## config.mk

```make
export PLATFORM = sky130hd
export DESIGN_NAME = wb_regfile
export DESIGN_NICKNAME = d
export VERILOG_FILES = /design/src/rtl/wb_regfile.sv
export SDC_FILE = /design/constraint.sdc
export NUM_CORES = 1
export LEC_CHECK = 0
export ABC_CLOCK_PERIOD_IN_PS = 35800
export CAP_MARGIN = 0
export CELL_PAD_IN_SITES_DETAIL_PLACEMENT = 0
export CELL_PAD_IN_SITES_GLOBAL_PLACEMENT = 1
export CORE_MARGIN = 1
export CORE_UTILIZATION = 50
export CTS_BUF_LIST = sky130_fd_sc_hd__clkbuf_16
export CTS_CLUSTER_DIAMETER = 80
export DETAILED_ROUTE_END_ITERATION = 8
export PLACE_DENSITY = 0.95
export SLEW_MARGIN = 20
export SYNTH_ARGS = -nofsm -noshare
export SYNTH_HDL_FRONTEND = slang
export SYNTH_SLANG_ARGS = --single-unit
```

## constraint.sdc

```tcl
create_clock -name sys_clk -period 35.8 [get_ports sys_clk]
set_clock_uncertainty 0.15 [all_clocks]
set_input_delay 3.58 -clock sys_clk [delete_from_list [all_inputs] [get_ports sys_clk]]
set_output_delay 3.58 -clock sys_clk [all_outputs]
set_load 0.005 [all_outputs]
```

## src/rtl/wb_regfile.sv

```systemverilog
`default_nettype none
// ============================================================================
// Module   : wb_regfile
// Brief    : Write-back stage with the GPR file, architectural PC and retire
//            counter. Optional same-cycle write-to-read forwarding when
//            WB_REGFILE_BYPASS_EN is defined.
// Revision : 1.0 - initial release
// ============================================================================
module wb_regfile #(
  parameter int              XLEN     = 32,
  parameter int              NREG     = 16,
  parameter int              NRP      = 2,
  parameter logic [XLEN-1:0] RESET_PC = XLEN'(32'h8000_0000)
) (
  input  logic                      sys_clk,
  input  logic                      sys_rst,
  input  logic                      in_valid,
  output logic                      in_ready,
  input  logic [4:0]                in_rd,
  input  logic                      in_rd_wen,
  input  logic [XLEN-1:0]           in_rd_wdata,
  input  logic                      in_pc_wen,
  input  logic [XLEN-1:0]           in_pc_wdata,
  input  logic [NRP-1:0][4:0]       raddr,
  output logic [NRP-1:0][XLEN-1:0]  rdata,
  output logic [XLEN-1:0]           pc,
  output logic                      commit_valid,
  output logic [XLEN-1:0]           commit_pc,
  output logic [63:0]               retire_cnt
);

  typedef enum logic [0:0] {
    ST_BOOT = 1'b0,
    ST_RUN  = 1'b1
  } state_e;

  state_e             state_q, state_d;
  logic [XLEN-1:0]    gpr_q [NREG];
  logic [XLEN-1:0]    gpr_d [NREG];
  logic [XLEN-1:0]    pc_q, pc_d;
  logic               commit_valid_q, commit_valid_d;
  logic [XLEN-1:0]    commit_pc_q, commit_pc_d;
  logic [63:0]        retire_cnt_q, retire_cnt_d;

  logic               w_hs;
  logic               w_wr_en;

  assign in_ready = (state_q == ST_RUN);
  assign w_hs     = in_valid & in_ready;
  // Index 0 and out-of-range indices are never written.
  assign w_wr_en  = w_hs & in_rd_wen & (in_rd != 5'd0) & ({1'b0, in_rd} < 6'(NREG));

  always_comb begin
    state_d        = ST_RUN;
    gpr_d          = gpr_q;
    pc_d           = pc_q;
    commit_valid_d = w_hs;
    commit_pc_d    = commit_pc_q;
    retire_cnt_d   = retire_cnt_q;
    if (w_hs) begin
      commit_pc_d  = pc_q;
      pc_d         = in_pc_wen ? in_pc_wdata : pc_q + XLEN'(4);
      retire_cnt_d = retire_cnt_q + 64'd1;
    end
    for (int i = 1; i < NREG; i++) begin
      if (w_wr_en && (in_rd == 5'(i))) begin
        gpr_d[i] = in_rd_wdata;
      end
    end
  end

  always_ff @(posedge sys_clk or posedge sys_rst) begin
    if (sys_rst) begin
      state_q        <= ST_BOOT;
      gpr_q          <= '{default: '0};
      pc_q           <= RESET_PC;
      commit_valid_q <= 1'b0;
      commit_pc_q    <= '0;
      retire_cnt_q   <= '0;
    end else begin
      state_q        <= state_d;
      gpr_q          <= gpr_d;
      pc_q           <= pc_d;
      commit_valid_q <= commit_valid_d;
      commit_pc_q    <= commit_pc_d;
      retire_cnt_q   <= retire_cnt_d;
    end
  end

  assign pc           = pc_q;
  assign commit_valid = commit_valid_q;
  assign commit_pc    = commit_pc_q;
  assign retire_cnt   = retire_cnt_q;

  generate
    for (genvar k = 0; k < NRP; k++) begin : g_rd_port
      logic [XLEN-1:0] rd_val;
      always_comb begin
        rd_val = '0;
        for (int i = 1; i < NREG; i++) begin
          if (raddr[k] == 5'(i)) begin
            rd_val = gpr_q[i];
          end
        end
`ifdef WB_REGFILE_BYPASS_EN
        if (w_wr_en && (raddr[k] == in_rd)) begin
          rd_val = in_rd_wdata;
        end
`endif
      end
      assign rdata[k] = rd_val;
    end
  endgenerate

endmodule
`default_nettype wire

```

## Word level (Yosys, flattened, before mapping)

Index checks and enable logic that the tools add are counted.

| storage, ports and cells | value |
|---|---|
| flip-flop bits (word level) | 610 |
| latch bits | 0 |
| memory bits (writable) | 0 |
| memory bits (read-only) | 0 |
| input bits | 84 |
| output and inout bits | 194 |
| word-level logic and storage cells | 119 |
| memories kept | 0 |

| operators by class | value |
|---|---|
| $add $sub $neg | 2 |
| multiply operators | 0 |
| div/mod/pow operators | 0 |
| order comparisons | 1 |
| equal/unequal tests | 45 |
| shifts and indexed selects | 0 |
| mux-type cells | 31 |
| bitwise gates (word level) | 4 |
| reduce and logical (&&, ||, !) cells | 16 |

Operator list:

| operator | number |
|---|---|
| $mux 32 | 31 |
| $eq 5x4->1 const B | 24 |
| $add 64x1->64 const B | 1 |
| $eq 5x3->1 const B | 12 |
| $add 32x3->32 const B | 1 |
| $eq 5x2->1 const B | 6 |
| $eq 5x1->1 const B | 3 |
| $logic_and 1x1->1 | 15 |
| $lt 5x5->1 const B | 1 |
| $reduce_bool 5->1 | 1 |
| $and 1x1->1 | 4 |

## Longest topological paths before layout

| logic depth | value |
|---|---|
| depth after elaboration | 16 |
| depth in mapped cells | 10 |

## Worst setup path after synthesis

Ideal clock, no wire load.

| timing path | value |
|---|---|
| path kind | input to output |
| start point | input raddr[1] in the netlist's numbering |
| end point | output rdata[18] in the netlist's numbering |
| arrival time | 5.096 ns |
| required time | 32.070 ns |
| setup slack | 26.974 ns |
| stages | 8 |
| buffers on the path | 5 |
| cells stage by stage | buf_2 > buf_2 > buf_2 > buf_4 > buf_2 > mux4_2 > a222oi_1 > o31ai_1 |

RTL lines:

| what | RTL line | source |
|---|---|---|
| from (decl) | 24 | `input logic [NRP-1:0][4:0] raddr,` |
| to (decl) | 25 | `output logic [NRP-1:0][XLEN-1:0] rdata,` |

==> impl_metrics.tcl <==
set metrics [dict create \
    status "complete, no violations" \
    hold_slack_ns 0.323 \
    worstMarginPinSlew_ns 1.24 \
    track_usage 0.388 \
    final_cell_mix "sky130_fd_sc_hd__dfrtp_1, sky130_fd_sc_hd__mux2_2, sky130_fd_sc_hd__clkdlybuf4s50_1, sky130_fd_sc_hd__nand2_1, sky130_fd_sc_hd__a21oi_1" \
    syn_area_per_cell_sq_um 10.6 \
    post_cts_resize_count 0 \
    post_placement_setup_slack_ns 24.06 \
    grt_pass1_wl_um 190000 \
    gr-total-overflow 0 \
    worst_ep_required_time_ns 32.07 \
    detailedRoute.firstIterationViolations 4385 \
    setup.worst_path.end_class "primary output" \
    cts.clk_slew.worst_paths_ns 0.06 \
    clockRootBuffer "sky130_fd_sc_hd__clkbuf_16" \
    switching_share 0.277 \
    power_switching_uw 479 \
    post_synthesis_compound_gate_area_fraction 0.167 \
    share_comb_of_total_power 0.135 \
    placed_cell_area_sq_um 35600 \
    final_weighted_congestion_in_routability_driven_placement 1.03 \
    critPathMaxFanout 21 \
    worst_setup_path_start_kind "input port" \
    postCtsSetupRepairBufs 0 \
    route.antenna.remaining_nets 0 \
    min_period_over_period 0.334 \
    die_height_um 256 \
    totalWireLength_um 129000 \
    maxCapViolCount 0 \
    synth_top_flop_cell "sky130_fd_sc_hd__dfrtp_1" \
    synth.largest_area_cell "sky130_fd_sc_hd__dfrtp_1" \
    yosys_synthesis_warning_count 0 \
    dieWidth_um 256 \
    cp_slowest_stage_delay_ns 0.92 \
    fillers 5182 \
    number_of_antenna_violations_at_the_first_check_in_global_routing 6 \
    syn_inst 3029 \
    layout_commonest_cell "sky130_fd_sc_hd__dfrtp_1" \
    cts_hold_repair.buffers 0 \
    tritoncts "built" \
    clock_latency_ns 0.62 \
    final_core_util 0.596 \
    grt_setup_unrepaired "false" \
    timing.setup.tns_ns 0 \
    layout_setup_ws_ns 23.84 \
    timing.final.max_slew_violations 0 \
    clkSinkCount 610 \
    worstPathCellList "clkdlybuf4s50_1 -> nand2b_1 -> nor2_1 -> nand2_1 -> o22ai_1 -> a2111oi_0 -> clkdlybuf4s50_1" \
    detailedRoute.firstPassIterationCount 9 \
    area.growth.synth_to_final_pct 17.3 \
    post_synth_main_area_contributors "sky130_fd_sc_hd__dfrtp_1, sky130_fd_sc_hd__mux2_2, sky130_fd_sc_hd__a21oi_1" \
    maxSlewHeadroom 0.168 \
    pwr_density_cell_nw_per_um2 45.9 \
    final_hold_vio_count 0 \
    fmax_mhz 83.6 \
    clockPowerShare 0.397 \
    fp.dieArea_sq_um 65400 \
    synth_xor_area_frac 0.0171 \
    post-synth-top-area-fraction 0.474 \
    p_int_mw 1.25 \
    vias_per_cell 7.06 \
    synth_edf_count 0 \
    worst_path_most_repeated_cell "sky130_fd_sc_hd__clkdlybuf4s50_1" \
    number_of_nets_in_the_finished_design 3296 \
    io_buf_count 277 \
    pin_count_of_the_biggest_net_entering_global_routing 180 \
    post_drt_wl_per_cell_um 31.4 \
    coreArea_sq_um 63300 \
    post_synth_num_cell_types 87 \
    cts_htree_levels 3 \
    drive_above_1_share 0.227 \
    numCtsBuffers 69 \
    final_area_sq_um 37800 \
    ys_seq_elements 610 \
    top_level_ports 278 \
    critPathSlowestCell "sky130_fd_sc_hd__nand2_1" \
    ys_async_sr_fraction 1.00 \
    period_minus_slack_ns 11.96 \
    post_synth_mux_area_share 0.185 \
    p_leak_nw 16.7 \
    synth_top_family_by_area "multiplexers" \
    seqPwrFrac 0.468 \
    yosys.area_share.simple 0.118 \
    detailed_place_hpwl_um 80300 \
    vdd_drop_max_mv 0.0336 \
    route.vias.total 29000 \
    finalSetupViolCount 0 \
    sequential_cell_area_fraction_in_the_yosys_report 0.474 \
    post_synth_instance_area_sq_um 32200 \
    remaining_drc_errors 0 \
    post_synth_fa_ha_maj_area_fraction 0.000778 \
    synthesis.nets 3115 \
    timing.critical_path.arrival_ns 8.23 \
    min-delay-path-class "register to register" \
    number_of_buffers_on_the_longest_clock_path 3 \
    initial_utilization 0.508 \
    setup_cp_type "input port to primary output" \
    first_global_vias 29100 \
    row_count 92 \
]
## cells by family after synthesis
kind of cell | Yosys count
AOI/OAI and AO/OA | 807
and+or+nand+nor | 758
DFF | 610
muxes | 522
buffers and inverters | 266
xor gates and xnor gates | 63
adders and majority gates | 2
other | 1
## power groups by stage
stage	clock network (mW)	logic, mW	registers (mW)
2_1_floorplan	0	0.126	0.801
3_3_place_gp	0	0.222	0.814
3_5_place_dp	0	0.228	0.818
4_1_cts	0.690	0.229	0.807
5_1_grt	0.718	0.248	0.816
6_report	0.688	0.234	0.810
## synth_stat cells, types with 15 or more instances
library cell / count
sky130_fd_sc_hd__dfrtp_1: 609
sky130_fd_sc_hd__mux2_2: 480
sky130_fd_sc_hd__nand2_1: 250
sky130_fd_sc_hd__a21oi_1: 209
sky130_fd_sc_hd__nor2_1: 171
sky130_fd_sc_hd__o21ai_0: 152
sky130_fd_sc_hd__buf_2: 120
sky130_fd_sc_hd__a22oi_1: 106
sky130_fd_sc_hd__clkbuf_1: 98
sky130_fd_sc_hd__nand3_1: 73
sky130_fd_sc_hd__o22ai_1: 68
sky130_fd_sc_hd__xnor2_1: 47
sky130_fd_sc_hd__a221oi_1: 43
sky130_fd_sc_hd__o221ai_1: 35
sky130_fd_sc_hd__nor2b_1: 34
sky130_fd_sc_hd__nor3_1: 33
sky130_fd_sc_hd__mux2i_1: 29
sky130_fd_sc_hd__nand2b_1: 27
sky130_fd_sc_hd__a222oi_1: 26
sky130_fd_sc_hd__and3_1: 26
sky130_fd_sc_hd__nand4_1: 26
sky130_fd_sc_hd__inv_1: 19
sky130_fd_sc_hd__and2_1: 18
sky130_fd_sc_hd__or3_1: 16
sky130_fd_sc_hd__xor2_1: 16
sky130_fd_sc_hd__a31oi_1: 15
## stage by stage
| step | power, mW | instances |
|---|---|---|
| detailed placement | 1.05 | 3984 |
| finish | 1.73 | 4107 |
| global route | 1.78 | 4105 |
| CTS | 1.73 | 4103 |
| global placement | 1.04 | 3984 |
| floorplan | 0.927 | 3029 |
## flip-flops by register name, summed over array words and instances, names as in the netlist
| signal | count |
|---|---|
| pc | 32 |
| in_ready | 1 |
| commit_valid | 1 |
| retire_cnt | 64 |
| commit_pc | 32 |
| gpr_q | 480 |
## layer usage
| metal | global-route usage | routed length, um | vias to the layer above | share of wire |
|---|---|---|---|---|
| li1 | - | - | 11700 | - |
| met1 | 0.479 | 44800 | 14200 | 0.35 |
| met2 | 0.571 | 55400 | 2447 | 0.43 |
| met3 | 0.149 | 19100 | 673 | 0.15 |
| met4 | 0.243 | 9510 | 12 | 0.074 |
| met5 | 0 | 75 | - | 0.00058 |
## final timing paths
path	slack [ns]	from	endpoint	cells past startpoint
hold reg to reg	0.32	retire_cnt[63]	retire_cnt[63]	1
min in group asynchronous	3.33	sys_rst	commit_pc[12]	2
max in group asynchronous	29.10	sys_rst	gpr_q[65]	5
setup / recovery	23.84	raddr[3]	rdata[0]	7
hold / removal	0.32	retire_cnt[63]	retire_cnt[63]	1
setup reg to reg	32.68	in_ready	gpr_q[263]	7
## critical path: cells and delay by family
family                 cells  cell delay (ns)
buffers and inverters      2             1.49
AOI/OAI and AO/OA          2             1.10
and+or+nand+nor            3             2.04
## layout make-up
class                      instances  area, sq um  area share
multi-input combinational       2153        15900       0.420
tap                              846         1060      0.0280
timing repair buffer             355         3370      0.0892
clock buffer                      71         1780      0.0471
sequential                       610        15300       0.404
inverter                          21         86.3     0.00229
clock inverter                    48          347     0.00918
antenna                            3         7.51    0.000199
Note: power is estimated with default switching activity, not from simulation.
